==> src/rtl/msi_req_sequencer.sv <==
// rtl/msi_req_sequencer.sv - trace-driven request sequencer; SEQ_LOOP_EN enables looped playback
module msi_req_sequencer #(
    parameter int ADDR_W = 4,
    parameter int DATA_W = 4,
    parameter int PROC_W = 2,
    parameter int DEPTH  = 16,
    localparam int IDX_W = $clog2(DEPTH)
) (
    input  logic              Clock,
    input  logic              Reset,
    input  logic              WrEn,
    input  logic [IDX_W-1:0]  WrIdx,
    input  logic [1:0]        WrOp,
    input  logic [ADDR_W-1:0] WrAddr,
    input  logic [PROC_W-1:0] WrProc,
    input  logic [DATA_W-1:0] WrData,
    input  logic [IDX_W:0]    Length,
    input  logic              Start,
    input  logic              Abort,
    input  logic              Loop,
    output logic              ReqValid,
    input  logic              ReqReady,
    output logic [1:0]        ReqOp,
    output logic [ADDR_W-1:0] ReqAddr,
    output logic [PROC_W-1:0] ReqProc,
    output logic [DATA_W-1:0] ReqData,
    output logic              Busy,
    output logic              Done,
    output logic [15:0]       ReqCount
);
    localparam int ENT_W = 2 + ADDR_W + PROC_W + DATA_W;

    localparam logic [1:0] ST_IDLE  = 2'd0;
    localparam logic [1:0] ST_ISSUE = 2'd1;
    localparam logic [1:0] ST_GAP   = 2'd2;
    localparam logic [1:0] ST_DONE  = 2'd3;

    localparam logic [1:0] OP_GAP = 2'b10;
    localparam logic [1:0] OP_END = 2'b11;

    logic [ENT_W-1:0]  mem_q [DEPTH];
    logic [1:0]        state_q, state_d;
    logic [IDX_W-1:0]  idx_q, idx_d;
    logic [IDX_W:0]    len_q, len_d;
    logic [DATA_W-1:0] gap_q, gap_d;
    logic [15:0]       count_q, count_d;

    logic [ENT_W-1:0]  cur_ent, look_ent;
    logic [IDX_W:0]    look_idx, look_len;
    logic              look, pass_end;

    // Trace memory is deliberately outside the reset domain so a restart replays it
    always_ff @(posedge Clock) begin
        if (WrEn && !Busy) begin
            mem_q[WrIdx] <= {WrOp, WrAddr, WrProc, WrData};
        end
    end

    assign cur_ent  = mem_q[idx_q];
    assign look_ent = mem_q[look_idx[IDX_W-1:0]];

    always_comb begin
        state_d  = state_q;
        idx_d    = idx_q;
        len_d    = len_q;
        gap_d    = gap_q;
        count_d  = count_q;
        look     = 1'b0;
        pass_end = 1'b0;
        look_idx = {1'b0, idx_q} + 1'b1;
        look_len = len_q;

        case (state_q)
            ST_IDLE, ST_DONE: begin
                if (Start) begin
                    count_d  = '0;
                    len_d    = Length;
                    look_idx = '0;
                    look_len = Length;
                    look     = 1'b1;
                end
            end
            ST_ISSUE: begin
                if (ReqReady) begin
                    count_d = count_q + 16'd1;
                    look    = 1'b1;
                end
            end
            ST_GAP: begin
                if (gap_q <= 1) look = 1'b1;
                else            gap_d = gap_q - 1'b1;
            end
            default: state_d = ST_IDLE;
        endcase

        // Resolve the next entry now so gap/end entries never cost an extra cycle
        if (look) begin
            if (look_idx >= look_len || look_idx[IDX_W] || look_ent[ENT_W-1 -: 2] == OP_END) begin
                pass_end = 1'b1;
            end else begin
                idx_d   = look_idx[IDX_W-1:0];
                state_d = (look_ent[ENT_W-1 -: 2] == OP_GAP) ? ST_GAP : ST_ISSUE;
                gap_d   = (look_ent[DATA_W-1:0] == '0) ? DATA_W'(1) : look_ent[DATA_W-1:0];
            end
        end

`ifdef SEQ_LOOP_EN
        if (pass_end && Loop && look_idx != '0 && mem_q[0][ENT_W-1 -: 2] != OP_END) begin
            pass_end = 1'b0;
            idx_d    = '0;
            state_d  = (mem_q[0][ENT_W-1 -: 2] == OP_GAP) ? ST_GAP : ST_ISSUE;
            gap_d    = (mem_q[0][DATA_W-1:0] == '0) ? DATA_W'(1) : mem_q[0][DATA_W-1:0];
        end
`else
        begin : loop_unused_blk
            logic unused_loop;
            unused_loop = Loop;
        end
`endif

        if (pass_end) begin
            state_d = ST_DONE;
            idx_d   = '0;
        end

        if (Abort) begin
            state_d = ST_IDLE;
            idx_d   = '0;
            count_d = count_q;
        end
    end

    always_ff @(posedge Clock or posedge Reset) begin
        if (Reset) begin
            state_q <= ST_IDLE;
            idx_q   <= '0;
            len_q   <= '0;
            gap_q   <= '0;
            count_q <= '0;
        end else begin
            state_q <= state_d;
            idx_q   <= idx_d;
            len_q   <= len_d;
            gap_q   <= gap_d;
            count_q <= count_d;
        end
    end

    assign ReqValid = (state_q == ST_ISSUE);
    assign Busy     = (state_q == ST_ISSUE) || (state_q == ST_GAP);
    assign Done     = (state_q == ST_DONE);
    assign ReqCount = count_q;
    assign ReqOp    = ReqValid ? cur_ent[ENT_W-1 -: 2]                 : '0;
    assign ReqAddr  = ReqValid ? cur_ent[DATA_W+PROC_W +: ADDR_W]      : '0;
    assign ReqProc  = ReqValid ? cur_ent[DATA_W +: PROC_W]             : '0;
    assign ReqData  = ReqValid ? cur_ent[DATA_W-1:0]                   : '0;
endmodule

==> config.mk <==
export PLATFORM = sky130hd
export DESIGN_NAME = msi_req_sequencer
export DESIGN_NICKNAME = d
export VERILOG_FILES = /design/src/rtl/msi_req_sequencer.sv
export SDC_FILE = /design/constraint.sdc
export NUM_CORES = 1
export LEC_CHECK = 0
export BUFFER_PORTS_ARGS = -buffer_cell sky130_fd_sc_hd__clkbuf_2
export CAP_MARGIN = 20
export CORE_ASPECT_RATIO = 0.7
export CORE_MARGIN = 2
export CORE_UTILIZATION = 35
export DETAILED_ROUTE_END_ITERATION = 10
export PLACE_DENSITY = 0.63
export SYNTH_ARGS = -nofsm -noshare
export SYNTH_HDL_FRONTEND = slang
export SYNTH_SLANG_ARGS = --single-unit
export TNS_END_PERCENT = 1
==> constraint.sdc <==
create_clock -name Clock -period 3.2 [get_ports Clock]
set_clock_uncertainty 0.05 [all_clocks]
set_input_delay 0.64 -clock Clock [delete_from_list [all_inputs] [get_ports Clock]]
set_output_delay 0.64 -clock Clock [all_outputs]
set_load 0.02 [all_outputs]
==> results.rst <==
.. list-table::
   :header-rows: 1

   * - Metric
     - Value
   * - Buffer cell driving the clock tree root
     - sky130_fd_sc_hd__clkbuf_16
   * - Power Density
     - between 700 and 800 nW/um^2
   * - I/O Pins
     - 59
   * - DIE WIDTH
     - between 200 and 250 um
   * - Maximum achievable frequency
     - roughly 0.3 GHz
   * - Post-CTS clock slew at the launch and capture registers of the worst setup and hold paths
     - around 70 ps
   * - Area share of and/or/nand/nor cells after synthesis
     - 0.08705
   * - Worst Setup Path Type
     - register to output pin
   * - Post-route setup slack
     - -104.4 ps
   * - Antenna viol nets, final
     - 0
   * - Endpoints failing setup
     - 12
   * - Drt first-iter violations
     - roughly 520
   * - Die Y
     - about 150 um
   * - Fraction of the mapped netlist area in compound gates
     - 0.05534
   * - Total of flip-flops plus latches after synthesis
     - about 220
   * - Area of the core
     - slightly below 30000 um^2
   * - Post-placement cell count
     - 1113
   * - Ys Warns
     - 0
   * - ANT cells
     - 0
   * - Peak VDD IR
     - ~0.00030 V
   * - Launching element of the worst setup path
     - idx_q[0]
   * - Post-detailed-route wirelength per cell
     - around 22 um
   * - Clock period minus final worst setup slack
     - ~3300 ps
   * - Buffers added on ports
     - 57
   * - Cell count after synthesis
     - ~660
   * - Combinational family with the most area after synthesis
     - multiplexers
   * - Synthesized-area fraction occupied by xor and xnor cells
     - 0.01714
   * - Commonest cells after routing, fill and taps aside
     - 192 x sky130_fd_sc_hd__edfxtp_1, 62 x sky130_fd_sc_hd__mux4_2, 57 x sky130_fd_sc_hd__buf_4, 52 x sky130_fd_sc_hd__nor2_1, 47 x sky130_fd_sc_hd__clkbuf_2
   * - Crit start category
     - register
   * - Adder-Cell Fraction of Synth Area
     - 0.01469
   * - Total routing resource utilization after global routing
     - 0.1694
   * - Remaining Overflow, GRT
     - 0
   * - Layout cell share with drive strength beyond 1
     - 0.3257
   * - Wire length of the first global-routing pass
     - between 30000 and 40000 um
   * - Synth unique cells
     - 54
   * - Detailed Routing Iterations Pass 1
     - 7
   * - Row count
     - 52
   * - Maximum number of pins on one net before global-route repair
     - 30
   * - Net count after synthesis
     - approximately 700
   * - Critical path capture point type
     - output pin
   * - Filler Cell Count
     - between 2000 and 3000
   * - Async set-or-reset flop fraction in the synthesized netlist
     - 0.1390
   * - Capture instance of the worst register-to-register path
     - idx_q[0]
   * - Count of cell instances traversed by the critical path
     - 6
   * - Number of flops mapped to enable cells by yosys
     - between 150 and 200
   * - End point of the critical path
     - ReqData[3]
   * - Mean instance size in the synthesized netlist
     - 15.51 um^2
   * - Total chip power
     - approximately 9.4 mW
   * - CP most frequent cell
     - sky130_fd_sc_hd__mux4_2
   * - CTS Buf Count
     - 23
   * - Slew headroom
     - 0.4819
   * - Initial Util
     - 0.3546
   * - Worst Hold Slack
     - between 200 and 250 ps
   * - Worst slack at placement
     - between 150 and 200 ps
   * - Tcrit/Tclk final
     - 1.033
   * - DRC violations left
     - 0
   * - Buf/Inv on CP
     - 3
   * - Final cell count without fillers
     - 1167
   * - Vias in the first global route
     - roughly 6300
   * - Ordered list of cells on the worst path
     - buf_8 > buf_12 > mux4_2 > mux4_2 > and2_4 > buf_6
   * - Biggest cell delay along the critical path
     - about 530 ps
   * - Net total in the final layout
     - a little over 800
   * - Clk_lat worst skew
     - 510 ps
   * - Max FO, Critical Path
     - 7
   * - Reg2Reg Depth
     - 13
   * - Required @ worst endpoint
     - between 2000 and 3000 ps
   * - Cell family with the largest share of critical-path delay
     - multiplexers
   * - Leakage Power
     - 4.330 nW
   * - Worst endpoint data arrival time
     - around 2600 ps
   * - Area overhead of the layout relative to synthesis
     - 21.27%
   * - Outcome
     - finished with violations
   * - Count of vias placed by the detailed router
     - 6286
   * - Hold buffers post-CTS
     - 0
   * - Total standard cell area after synthesis
     - 10220 um^2
   * - Most frequent standard cell in the layout excluding fill and tap cells
     - sky130_fd_sc_hd__edfxtp_1
   * - Share of cell area taken by muxes after synthesis
     - 0.1609
   * - Overall die area
     - 30600 um^2
   * - Post-detailed-placement half-perimeter wirelength
     - 16420 um
   * - Start of the worst register-to-register path
     - idx_q[0]
   * - Commonest register cell after synthesis
     - sky130_fd_sc_hd__edfxtp_1
   * - Max cap viols
     - 0
   * - Sinks on Clock Net
     - approximately 220
   * - Slowest cell on the critical path
     - sky130_fd_sc_hd__mux4_2
   * - Internal reg-to-reg setup slack
     - ~100 ps
   * - GPL Wtd Cong
     - 0.8091
   * - Max Buffers Root-to-Sink
     - 3
   * - Setup repair after global routing missed its margin
     - true
   * - Max-slew violation total from the final report
     - 0
   * - CTS tree
     - done
   * - End-of-flow core utilization
     - 0.4300
   * - Worst slew pin tran
     - 776.3 ps
   * - Antenna violations before repair
     - 0
   * - Worst hold path type
     - primary input to async pin
   * - Drt total wl
     - around 26000 um
   * - Number of hold violations in the final report
     - 0
   * - Mean number of vias per cell
     - 5.386
   * - Register area share after synthesis
     - 0.6401
   * - Failing checks
     - setup timing
   * - Total number of H-tree levels
     - 1
[where the power goes]
| part | switching (mW) | internal (mW) | leakage (nW) |
|---|---|---|---|
| Sequential | 0.0975 | 3.32 | 2.14 |
| Clock | 1.13 | 1.58 | 0.364 |
| Combinational | 1.69 | 1.61 | 1.83 |
| Total | 2.92 | 6.52 | 4.33 |
[registers in the layout (all words and copies together) (netlist names)]
| signal | cells |
|---|---|
| mem_q | 192 |
| state_q | 2 |
| len_q | 5 |
| idx_q | 4 |
| gap_q | 4 |
| ReqCount | 16 |
[final cells by class]
class                      count  area, um^2  share of cell area
sequential                   223        6546              0.5282
tap                          378       473.0             0.03816
clock inverter                14       173.9             0.01403
clock buffer                  25       583.1             0.04705
inverter                      20       80.08            0.006461
multi-input combinational    381        3467              0.2798
timing repair buffer         126        1070             0.08632
[cells in the mapped netlist, drive strengths merged, types with 2 or more instances]
library cell    n  area (um^2)
nor3b           3        22.52
nand4           6        37.54
mux4           62         1396
o21ai          18        101.4
a311oi          2        17.52
dfrtp          31        775.7
o22ai           4        25.02
a21oi          28        140.1
edfxtp        192         5766
nand2b         10        62.56
mux2            6        67.56
nor3           14        75.07
nor2           53        201.5
and2           14        87.58
mux2i          18        180.2
nand2          38        147.6
buf            21        125.1
nor2b          11        68.82
a21o            3        22.52
nand3          14        70.07
a31oi           3        18.77
o211ai          6        45.04
o221ai          7        61.31
xor2           11        115.1
xnor2           6        60.06
ha             12        150.1
inv            18        67.57
clkbuf         14        52.55
clkinv          2        8.750
a211oi          6        50.05
o32ai           4        35.03
and3            6        37.54
or3             7        43.79
o311a           2        20.02
[per-layer routing]
layer | global-route usage | part of all wire | vias to the layer above
li1 | - | - | 2814
met1 | 0.2555 | 0.46 | 3187
met2 | 0.2547 | 0.45 | 248
met3 | 0.03142 | 0.075 | 37
met4 | 0.03957 | 0.022 | 0
met5 | 0 | 0 | -
[logic make-up (layout without fill, tap and decap cells)]
logic type	after synthesis	in the layout
xor gates and xnor gates	17	17
DFF	223	223
adders and majority gates	12	12
and+or+nand+nor	180	180
buffers and inverters	55	185
AOI/OAI and AO/OA	86	86
muxes	86	86
[worst reg2reg max path, cell delays in order (launching register included)]
cell and delay [ps]:
sky130_fd_sc_hd__dfrtp_4 520, sky130_fd_sc_hd__buf_8 160, sky130_fd_sc_hd__buf_4 150, sky130_fd_sc_hd__ha_2 240
sky130_fd_sc_hd__xor2_4 310, sky130_fd_sc_hd__nand2_2 140, sky130_fd_sc_hd__clkinv_4 140, sky130_fd_sc_hd__ha_1 250
sky130_fd_sc_hd__a21o_1 160, sky130_fd_sc_hd__a21o_1 170, sky130_fd_sc_hd__a21oi_1 150, sky130_fd_sc_hd__buf_4 150
sky130_fd_sc_hd__o21ai_4 110, sky130_fd_sc_hd__o32ai_1 290
[worst min path at each step]
stage	end	depth (start not counted)	startpoint
2_1_floorplan	len_q[0]	2	len_q[0]
3_3_place_gp	len_q[1]	2	len_q[1]
3_5_place_dp	len_q[0]	2	len_q[0]
4_1_cts	idx_q[2]	2	Reset
5_1_grt	state_q[1]	2	Reset
6_report	idx_q[2]	2	Reset
[timing repair]
item,CTS,global route
endpoints found under the hold margin,0,0
gates cloned,6,1
resized for setup,13,31
setup buffers,9,0
endpoints found under the setup margin,12,20
[per-stage QoR]
step	TNS, ps	instance area [um^2]
after floorplan	0	10220
after global placement	0	11270
after detailed placement	0	11270
after CTS	-1566	12340
after global routing	-1735	12390
final	-729.8	12390
No activity file was read; power rests on OpenSTA's default activity.
